**config.mk**
```make
export PLATFORM = sky130hd
export DESIGN_NAME = trx_stream_core_flat
export DESIGN_NICKNAME = d
export VERILOG_FILES = /design/src/rtl/trx_stream_core_if.sv /design/src/rtl/trx_stream_core.sv /design/src/flat_wrapper.sv
export SDC_FILE = /design/constraint.sdc
export NUM_CORES = 1
export LEC_CHECK = 0
export CORE_MARGIN = 2
export CORE_UTILIZATION = 45
export CTS_BUF_LIST = sky130_fd_sc_hd__clkbuf_8 sky130_fd_sc_hd__clkbuf_16
export CTS_CLUSTER_DIAMETER = 150
export DETAILED_ROUTE_END_ITERATION = 6
export DONT_BUFFER_PORTS = 1
export GPL_TIMING_DRIVEN = 0
export PLACE_DENSITY = 0.59
export SYNTH_ARGS = -nofsm -noshare
export SYNTH_HDL_FRONTEND = slang
export SYNTH_SLANG_ARGS = --single-unit
```
**constraint.sdc**
```tcl
create_clock -name clock -period 10 [get_ports clock]
set_input_delay 2 -clock clock [delete_from_list [all_inputs] [get_ports clock]]
set_output_delay 2 -clock clock [all_outputs]
set_load 0.01 [all_outputs]
```
**src/rtl/trx_stream_core_if.sv**
```systemverilog
// Host-side sample stream: {I,Q} beats tagged with channel index, valid/ready handshake.
interface trx_stream_core_if #(
  parameter int SAMPLE_WIDTH = 24,
  parameter int CHAN_BITS    = 1
) ();
  logic [2*SAMPLE_WIDTH-1:0] m_data;
  logic [CHAN_BITS-1:0]      m_chan;
  logic                      m_last;
  logic                      m_valid;
  logic                      m_ready;

  modport master (output m_data, m_chan, m_last, m_valid, input m_ready);
  modport slave  (input m_data, m_chan, m_last, m_valid, output m_ready);
endinterface

```
**src/rtl/trx_stream_core.sv**
```systemverilog
// Transceiver glue: RX/TX sequencing with T/R turnaround, plus NCHAN-wide I/Q frame
// capture serialised into a first-word-fall-through FIFO feeding the host stream.
module trx_stream_core #(
  parameter int NCHAN        = 2,
  parameter int CHAN_BITS    = 1,
  parameter int SAMPLE_WIDTH = 24,
  parameter int FIFO_DEPTH   = 16,
  parameter int TURNAROUND   = 64
) (
  input  logic                          clock,
  input  logic                          not_reset,
  input  logic                          run,
  input  logic                          ptt,
  input  logic                          loopback,
  input  logic                          rx_strobe,
  input  logic [NCHAN*SAMPLE_WIDTH-1:0] ch_data_I,
  input  logic [NCHAN*SAMPLE_WIDTH-1:0] ch_data_Q,
  output logic                          rx_enable,
  output logic                          tx_enable,
  output logic [2:0]                    mode_state,
  trx_stream_core_if.master             m,
  output logic [15:0]                   overflow_count
);
  localparam int AW      = $clog2(FIFO_DEPTH);
  localparam int ALLOC_W = AW + 1;
  localparam int EW      = CHAN_BITS + 2*SAMPLE_WIDTH;
  localparam int CNT_W   = (TURNAROUND > 1) ? $clog2(TURNAROUND) : 1;
  localparam logic [CNT_W-1:0]     TURN_LOAD = CNT_W'(TURNAROUND - 1);
  localparam logic [ALLOC_W-1:0]   ALLOC_MAX = ALLOC_W'(FIFO_DEPTH - NCHAN);
  localparam logic [CHAN_BITS-1:0] LAST_CH   = CHAN_BITS'(NCHAN - 1);

  typedef enum logic [2:0] {
    IDLE     = 3'd0,
    RX       = 3'd1,
    RX_TO_TX = 3'd2,
    TX       = 3'd3,
    TX_TO_RX = 3'd4
  } state_t;

  state_t           state, state_nx;
  logic [CNT_W-1:0] cnt, cnt_nx;

  always_comb begin
    state_nx = state;
    cnt_nx   = cnt;
    if (!run) begin
      state_nx = IDLE;
    end else begin
      unique case (state)
        IDLE: state_nx = RX;
        RX: if (ptt) begin
          state_nx = RX_TO_TX;
          cnt_nx   = TURN_LOAD;
        end
        RX_TO_TX: begin
          if (!ptt) begin
            state_nx = TX_TO_RX;
            cnt_nx   = TURN_LOAD;
          end else if (cnt == '0) state_nx = TX;
          else                    cnt_nx   = cnt - 1'b1;
        end
        TX: if (!ptt) begin
          state_nx = TX_TO_RX;
          cnt_nx   = TURN_LOAD;
        end
        TX_TO_RX: begin
          if (ptt) begin
            state_nx = RX_TO_TX;
            cnt_nx   = TURN_LOAD;
          end else if (cnt == '0) state_nx = RX;
          else                    cnt_nx   = cnt - 1'b1;
        end
        default: state_nx = IDLE;
      endcase
    end
  end

  // Enables are registered from the next state so they change on the same edge as mode_state.
  always_ff @(posedge clock) begin
    if (!not_reset) begin
      state     <= IDLE;
      cnt       <= '0;
      rx_enable <= 1'b0;
      tx_enable <= 1'b0;
    end else begin
      state     <= state_nx;
      cnt       <= cnt_nx;
      rx_enable <= (state_nx == RX) || ((state_nx == TX) && loopback);
      tx_enable <= (state_nx == TX);
    end
  end

  assign mode_state = state;

  // alloc counts stored plus reserved-but-unwritten entries, so a frame is never split.
  logic [ALLOC_W-1:0]      alloc;
  logic [AW:0]             wr_ptr, rd_ptr;
  logic                    busy;
  logic [CHAN_BITS-1:0]    idx;
  logic [SAMPLE_WIDTH-1:0] lat_i [NCHAN];
  logic [SAMPLE_WIDTH-1:0] lat_q [NCHAN];
  logic [EW-1:0]           mem [FIFO_DEPTH];
  logic [EW-1:0]           head;
  logic                    accepting, room, accept, drop, rd_fire;

  assign accepting = (state == RX) || ((state == TX) && loopback);
  assign room      = (alloc <= ALLOC_MAX) && !busy;
  assign accept    = rx_strobe && accepting && room;
  assign drop      = rx_strobe && accepting && !room;
  assign rd_fire   = m.m_valid && m.m_ready;

  always_ff @(posedge clock) begin
    if (accept) begin
      for (int unsigned k = 0; k < NCHAN; k++) begin
        lat_i[k] <= ch_data_I[k*SAMPLE_WIDTH +: SAMPLE_WIDTH];
        lat_q[k] <= ch_data_Q[k*SAMPLE_WIDTH +: SAMPLE_WIDTH];
      end
    end
    if (busy) mem[wr_ptr[AW-1:0]] <= {idx, lat_i[idx], lat_q[idx]};
  end

  always_ff @(posedge clock) begin
    if (!not_reset) begin
      alloc          <= '0;
      wr_ptr         <= '0;
      rd_ptr         <= '0;
      busy           <= 1'b0;
      idx            <= '0;
      overflow_count <= '0;
    end else begin
      alloc <= alloc + (accept ? ALLOC_W'(NCHAN) : '0) - (rd_fire ? ALLOC_W'(1) : '0);
      if (rd_fire) rd_ptr <= rd_ptr + 1'b1;
      if (accept) begin
        busy <= 1'b1;
        idx  <= '0;
      end else if (busy) begin
        wr_ptr <= wr_ptr + 1'b1;
        if (idx == LAST_CH) busy <= 1'b0;
        else                idx  <= idx + 1'b1;
      end
      if (drop && (overflow_count != 16'hFFFF)) overflow_count <= overflow_count + 16'd1;
    end
  end

  assign head      = mem[rd_ptr[AW-1:0]];
  assign m.m_valid = (wr_ptr != rd_ptr);
  assign m.m_data  = m.m_valid ? head[2*SAMPLE_WIDTH-1:0] : '0;
  assign m.m_chan  = m.m_valid ? head[EW-1 -: CHAN_BITS] : '0;
  assign m.m_last  = m.m_valid && (head[EW-1 -: CHAN_BITS] == LAST_CH);
endmodule

```
**src/flat_wrapper.sv**
```systemverilog
// flat-port wrapper written by rule: the top's interface ports become plain ports
module trx_stream_core_flat 
#(
  parameter int NCHAN        = 2,
  parameter int CHAN_BITS    = 1,
  parameter int SAMPLE_WIDTH = 24,
  parameter int FIFO_DEPTH   = 16,
  parameter int TURNAROUND   = 64
)
  (clock, not_reset, run, ptt, loopback, rx_strobe, ch_data_I, ch_data_Q, rx_enable, tx_enable, mode_state, overflow_count, m_m_data, m_m_chan, m_m_last, m_m_valid, m_m_ready);
  trx_stream_core_if #(.SAMPLE_WIDTH(SAMPLE_WIDTH), .CHAN_BITS(CHAN_BITS)) m_i ();
  input  logic clock;
  input  logic not_reset;
  input  logic run;
  input  logic ptt;
  input  logic loopback;
  input  logic rx_strobe;
  input  logic [NCHAN*SAMPLE_WIDTH-1:0] ch_data_I;
  input  logic [NCHAN*SAMPLE_WIDTH-1:0] ch_data_Q;
  output logic rx_enable;
  output logic tx_enable;
  output logic [2:0] mode_state;
  output logic [15:0] overflow_count;
  output wire logic [$bits(m_i.m_data)-1:0] m_m_data;
  output wire logic [$bits(m_i.m_chan)-1:0] m_m_chan;
  output wire logic [$bits(m_i.m_last)-1:0] m_m_last;
  output wire logic [$bits(m_i.m_valid)-1:0] m_m_valid;
  input wire logic [$bits(m_i.m_ready)-1:0] m_m_ready;
  assign m_m_data = m_i.m_data;
  assign m_m_chan = m_i.m_chan;
  assign m_m_last = m_i.m_last;
  assign m_m_valid = m_i.m_valid;
  assign m_i.m_ready = m_m_ready;
  trx_stream_core #(.NCHAN(NCHAN), .CHAN_BITS(CHAN_BITS), .SAMPLE_WIDTH(SAMPLE_WIDTH), .FIFO_DEPTH(FIFO_DEPTH), .TURNAROUND(TURNAROUND)) u_core (.clock(clock), .not_reset(not_reset), .run(run), .ptt(ptt), .loopback(loopback), .rx_strobe(rx_strobe), .ch_data_I(ch_data_I), .ch_data_Q(ch_data_Q), .rx_enable(rx_enable), .tx_enable(tx_enable), .mode_state(mode_state), .m(m_i), .overflow_count(overflow_count));
endmodule
```
After elaboration in Yosys (flattened, before gate mapping)
Memory sizes are Yosys's and may differ from the RTL's. A register that Yosys moved wholly into a read port is not among the register bits. Cells that the tools add are included.

Register bits after elaboration: 44. Memory bits (writable): 880. Input bits: 103. Output and inout bits: 72. Word-level logic and storage cells: 84. Memories: 3.

Memories: u_core.mem (depth 16, width 49, rd ports 1, clocked after Yosys merged registers in 1, write ports 1, line trx_stream_core.sv:102) `logic [EW-1:0] mem [FIFO_DEPTH];`; u_core.lat_i (depth 2, width 24, rd ports 1, clocked after Yosys merged registers in 1, write ports 2, line trx_stream_core.sv:100) `logic [SAMPLE_WIDTH-1:0] lat_i [NCHAN];`; u_core.lat_q (depth 2, width 24, rd ports 1, clocked after Yosys merged registers in 1, write ports 2, line trx_stream_core.sv:101) `logic [SAMPLE_WIDTH-1:0] lat_q [NCHAN];`.

Add/sub/neg operators: 7. Order comparisons: 1. Equality and inequality tests: 10. Multiplexer cells: 32. Bitwise logic cells: 2. Reduce and logical (&&, ||, !) cells: 19.

Operators with widths (number): 48-bit 2-to-1 mux (1); 6-bit 2-to-1 mux (5); 6-bit one-hot mux with 4 select lines (1); 3-bit 2-to-1 mux (7); 16-bit by 1-bit adder with 16-bit output (second input constant) (1); 16-bit inequality test (second input constant) (1); 3-bit one-hot mux with 5 select lines (1); 1-bit 2-to-1 mux (14); 5-bit by 1-bit adder with 5-bit output (second input constant) (2); 3-bit by 2-bit equality test with 1-bit output (second input constant) (3); 1-bit logical AND (9); 4-bit 2-to-1 mux (2); 3-bit by 1-bit equality test with 1-bit output (second input constant) (2); 6-bit logical NOT (1); 6-bit by 1-bit subtractor with 6-bit output (second input constant) (1); 5-bit adder (1); 5-bit by 4-bit <= comparator with 1-bit output (second input constant) (1); 5-bit inequality test (1); 5-bit subtractor (1); 2-bit inequality test (second input constant) (2); 4-bit AND reduction (1); 4-bit nonzero test (1); 3-bit equality test (second input constant) (1); 3-bit logical NOT (1); other kinds (7) (10).

Logic depth before layout (Yosys ltp)
Depth in word-level cells: 8. Mapped depth: 13. Gate-level depth less buffers: 13.

Worst setup path before layout
No wires, ideal clock.

Path kind: input -> register. From: input port loopback. To: register u_core.alloc[3]. Library setup time: 0.128 ns. Arrival time: 7.861 ns. Data required time: 9.872 ns. Setup slack: 2.011 ns. Stages on the path: 11. Path buffers: 0. Path through: nand2b_1 -> nand3_1 -> nor2_1 -> inv_1 -> ha_1 -> inv_1 -> ha_1 -> inv_1 -> fa_1 -> xor2_1 -> nor2_1.

Word-level cells in the longest chain between the ends: 7.

Ends and longest elaborated chain: from (decl) (line flat_wrapper.sv:16) `input logic loopback;`; 1-bit logical AND (line trx_stream_core.sv:106) `assign accepting = (state == RX) || ((state == TX) && loopback);`; 1-bit logical OR (line trx_stream_core.sv:106); 1-bit logical AND (2 in series) (line trx_stream_core.sv:108) `assign accept = rx_strobe && accepting && room;`; net u_core.accept (line trx_stream_core.sv:104) `logic accepting, room, accept, drop, rd_fire;`; 2-bit 2-to-1 mux (line trx_stream_core.sv:131) `alloc <= alloc + (accept ? ALLOC_W'(NCHAN) : '0) - (rd_fire ? ALLOC_W'(1) : '0);`; 5-bit adder (line trx_stream_core.sv:131); 5-bit subtractor (line trx_stream_core.sv:131); to (signal assigned) (line trx_stream_core.sv:131); to (decl) (line trx_stream_core.sv:96) `logic [ALLOC_W-1:0] alloc;`.

The timed path passes the listed nets, and every way through them passes these cells. A chain may end at the register's enable or synchronous reset.

==> flow_metrics.env <==
export IMPL_final_min_clock_period_ps=5820
export IMPL_post_cts_buffers=0
export IMPL_synth_edf_count=880
export IMPL_crit_slowest_cell="clkbuf_1"
export IMPL_worstRegToRegCells=3
export IMPL_cts_hold_buf=0
export IMPL_postSynthAreaPerCell_um2=22.5
export IMPL_drt_iter0_drc=1556
export IMPL_rsz0062_at_grt="no"
export IMPL_grt_use_total_pct=20.2
export IMPL_multiInputGateArea_um2=7860
export IMPL_routed_wl_um=81300
export IMPL_worstMarginPinSlew_ps=1280
export IMPL_grt_overflow_total=0
export IMPL_path_cells="clkbuf_1 -> buf_2 -> clkbuf_1 -> mux4_2 -> mux4_2 -> nor2b_1 -> buf_4"
export IMPL_critPathMaxFanout=10
export IMPL_fill_cells=6100
export IMPL_start_kind="flip-flop"
export IMPL_final_seq_area_um2=27400
export IMPL_hpwl_um=47300
export IMPL_vdd_drop_max_mv=0.139
export IMPL_hold_class="flip-flop to flip-flop"
export IMPL_cp_top_family="buffers and inverters"
export IMPL_cts_tree="built"
export IMPL_insertion_delay_ps=660
export IMPL_synth_nets=1708
export IMPL_maxSlewHeadroom_pct=14.7
export IMPL_synth_most_common_cell="edfxtp_1"
export IMPL_final_layout_size_suffix_gt1_share_pct=27.9
export IMPL_clk_path_buf_depth=3
export IMPL_path_buf_inv=4
export IMPL_synth_top_area_share_pct=74.0
export IMPL_synth_cell_types=52
export IMPL_postSynthCellCount=1590
export IMPL_gp_congestion=0.763
export IMPL_htree_num_levels=3
export IMPL_final_util_pct=51.6
export IMPL_cpPeakStageDelay_ps=790
export IMPL_viasPerCell=5.82
export IMPL_fin_hold_ws_ps=502
export IMPL_ant_nets=0
export IMPL_fin_total_pwr_mw=8.49
export IMPL_finalSetupViolCount=0
export IMPL_drt_pass1_iter_count=5
export IMPL_syn2layout_area_growth_pct=13.9
export IMPL_syn_cell_area_um2=35700
export IMPL_placed_area_um2=37500
export IMPL_fin_ws_ps=4180
export IMPL_cp_data_required_time_ps=8000
export IMPL_yosysWarnings=0
export IMPL_dp_slack_ps=4890
export IMPL_ys_async_sr_fraction_pct=0
export IMPL_dpl_cell_count=2659
export IMPL_ys_top_cells_by_count="edfxtp_1 (880), mux4_2 (245), nor2b_1 (53)"
export IMPL_path_depth=7
export IMPL_p_leak_nw=12.4
export IMPL_power_density_nw_per_um2=209
export IMPL_hold_viol_final=0
export IMPL_clkSinkCount=929
export IMPL_maxCapViolCount=0
export IMPL_core_area_um2=78700
export IMPL_fin_nets=1826
export IMPL_worst_setup_path_type="flip-flop to primary output"
export IMPL_clkTransAtPathRegs_ps=60
export IMPL_grt_start_max_net_pins=43
export IMPL_cts_resized_gates=0
export IMPL_synth_flop_cell="edfxtp_1"
export IMPL_io_pins=175
export IMPL_vias=16500
export IMPL_avgRoutedWirePerCell_um=28.6
export IMPL_grt_pass1_wl_um=118000
export IMPL_drc=0
export IMPL_hp_start="u_core.rd_ptr[4]$_SDFFE_PN0P_"
export IMPL_yosysSeqAreaShare_pct=76.8
export IMPL_stdcell_count=2839
export IMPL_synth_largest_area_cell="edfxtp_1"
export IMPL_fin_skew_ps=25.2
export IMPL_cts_root_buf="clkbuf_16"
export IMPL_die_x_um=286
export IMPL_die_area_um2=81600
export IMPL_numCtsBuffers=97
export IMPL_final_cell_area_um2=40700
export IMPL_cp_arrival_ps=3820
export IMPL_diodes=0
export IMPL_ys_ff_latch=929
export IMPL_fin_crit_sh_pct=58.2
export IMPL_io_buffer_count=0
export IMPL_end_kind="primary output"
export IMPL_initial_core_util_pct=45.3
export IMPL_antenna_found_initial=1
export IMPL_fp_dieH_um=286
export IMPL_hold_path_depth=2
export IMPL_first_global_vias=17100
export IMPL_core_rowCount=103
export IMPL_slew_viol_final=0
export IMPL_fmax_ghz=0.172
export IMPL_status="finished clean"
export IMPL_final_setup_tns_ps=0
export IMPL_yosys_top_cells_area="edfxtp_1 (74%), mux4_2 (15%), dfxtp_1 (2.7%)"
tightest hold or removal path, delay by kind of cell (launching register included):
kind               cells  cell delay, ps
DFF                    1             320
AOI/OAI and AO/OA      2             130
power by group:
part / total, mW / switching [mW] / internal (mW)
clock: 3.51 / 1.49 / 2.02
sequential: 4.35 / 0.0184 / 4.34
combinational: 0.625 / 0.362 / 0.263
total: 8.49 / 1.87 / 6.62
placed cells by master, fill, tap and decap left out, types with 8 or more instances in the layout:
master,instances
edfxtp_1,880
nand2_1,15
buf_16,11
inv_1,43
dfxtp_1,49
buf_12,8
clkinv_2,18
nor2b_1,53
and2_4,16
a21oi_1,17
nand3_1,13
xnor2_1,8
clkbuf_1,43
ha_1,14
nor2_1,27
clkbuf_16,100
mux4_2,245
bufinv_16,8
buf_2,12
clkinv_1,22
o21ai_0,13
buf_4,10
mux2_2,48
sequential cells by signal, summed over array words and instances, names as in the netlist, named ones only:
register               cells
u_core.overflow_count     16
u_core.lat_q              48
u_core.wr_ptr              5
u_core.busy                1
u_core.lat_i              48
u_core.alloc               5
u_core.mode_state          3
u_core.cnt                 6
u_core.idx                 1
u_core.mem               784
u_core.rx_enable           1
u_core.tx_enable           1
u_core.rd_ptr              5
layout make-up:
type | count | area share (%)
multi-input cells | 561 | 19.3
plain buffers | 76 | 0.960
inverters | 24 | 0.222
clock inverters | 80 | 1.55
flip-flops and latches | 929 | 67.4
well taps | 1050 | 3.23
clock buffers | 100 | 6.15
repair buffers | 19 | 1.14
cell families (layout without fill, tap and decap cells):
family	after synthesis	count (layout)	synth area share, %
AOI/OAI and AO/OA	50	50	0.873
adders and majority gates	15	15	0.547
muxes	301	301	17.2
and+or+nand+nor	180	180	2.90
DFF	929	929	76.8
xor gates and xnor gates	15	15	0.368
buffers and inverters	100	299	1.35
layer usage:
metal  track usage (%)  vias up  part of all wire (%)
met1              27.9     8970                    42
met3              4.11      116                   6.4
li1                  -     6894                     -
met5                 0        -                     0
met2              33.4      545                    50
met4              4.99        0                   2.0
path summary, 6_finish.rpt:
path                                                      end  slack, ps
worst max register to register   u_core.mem[14][17]$_DFFE_PP_       6740
worst min-delay path            u_core.rd_ptr[4]$_SDFFE_PN0P_        500
worst max-delay path                                 m_m_last       4180
worst min register to register  u_core.rd_ptr[4]$_SDFFE_PN0P_        500
Note: power is estimated with default switching activity, not from simulation.
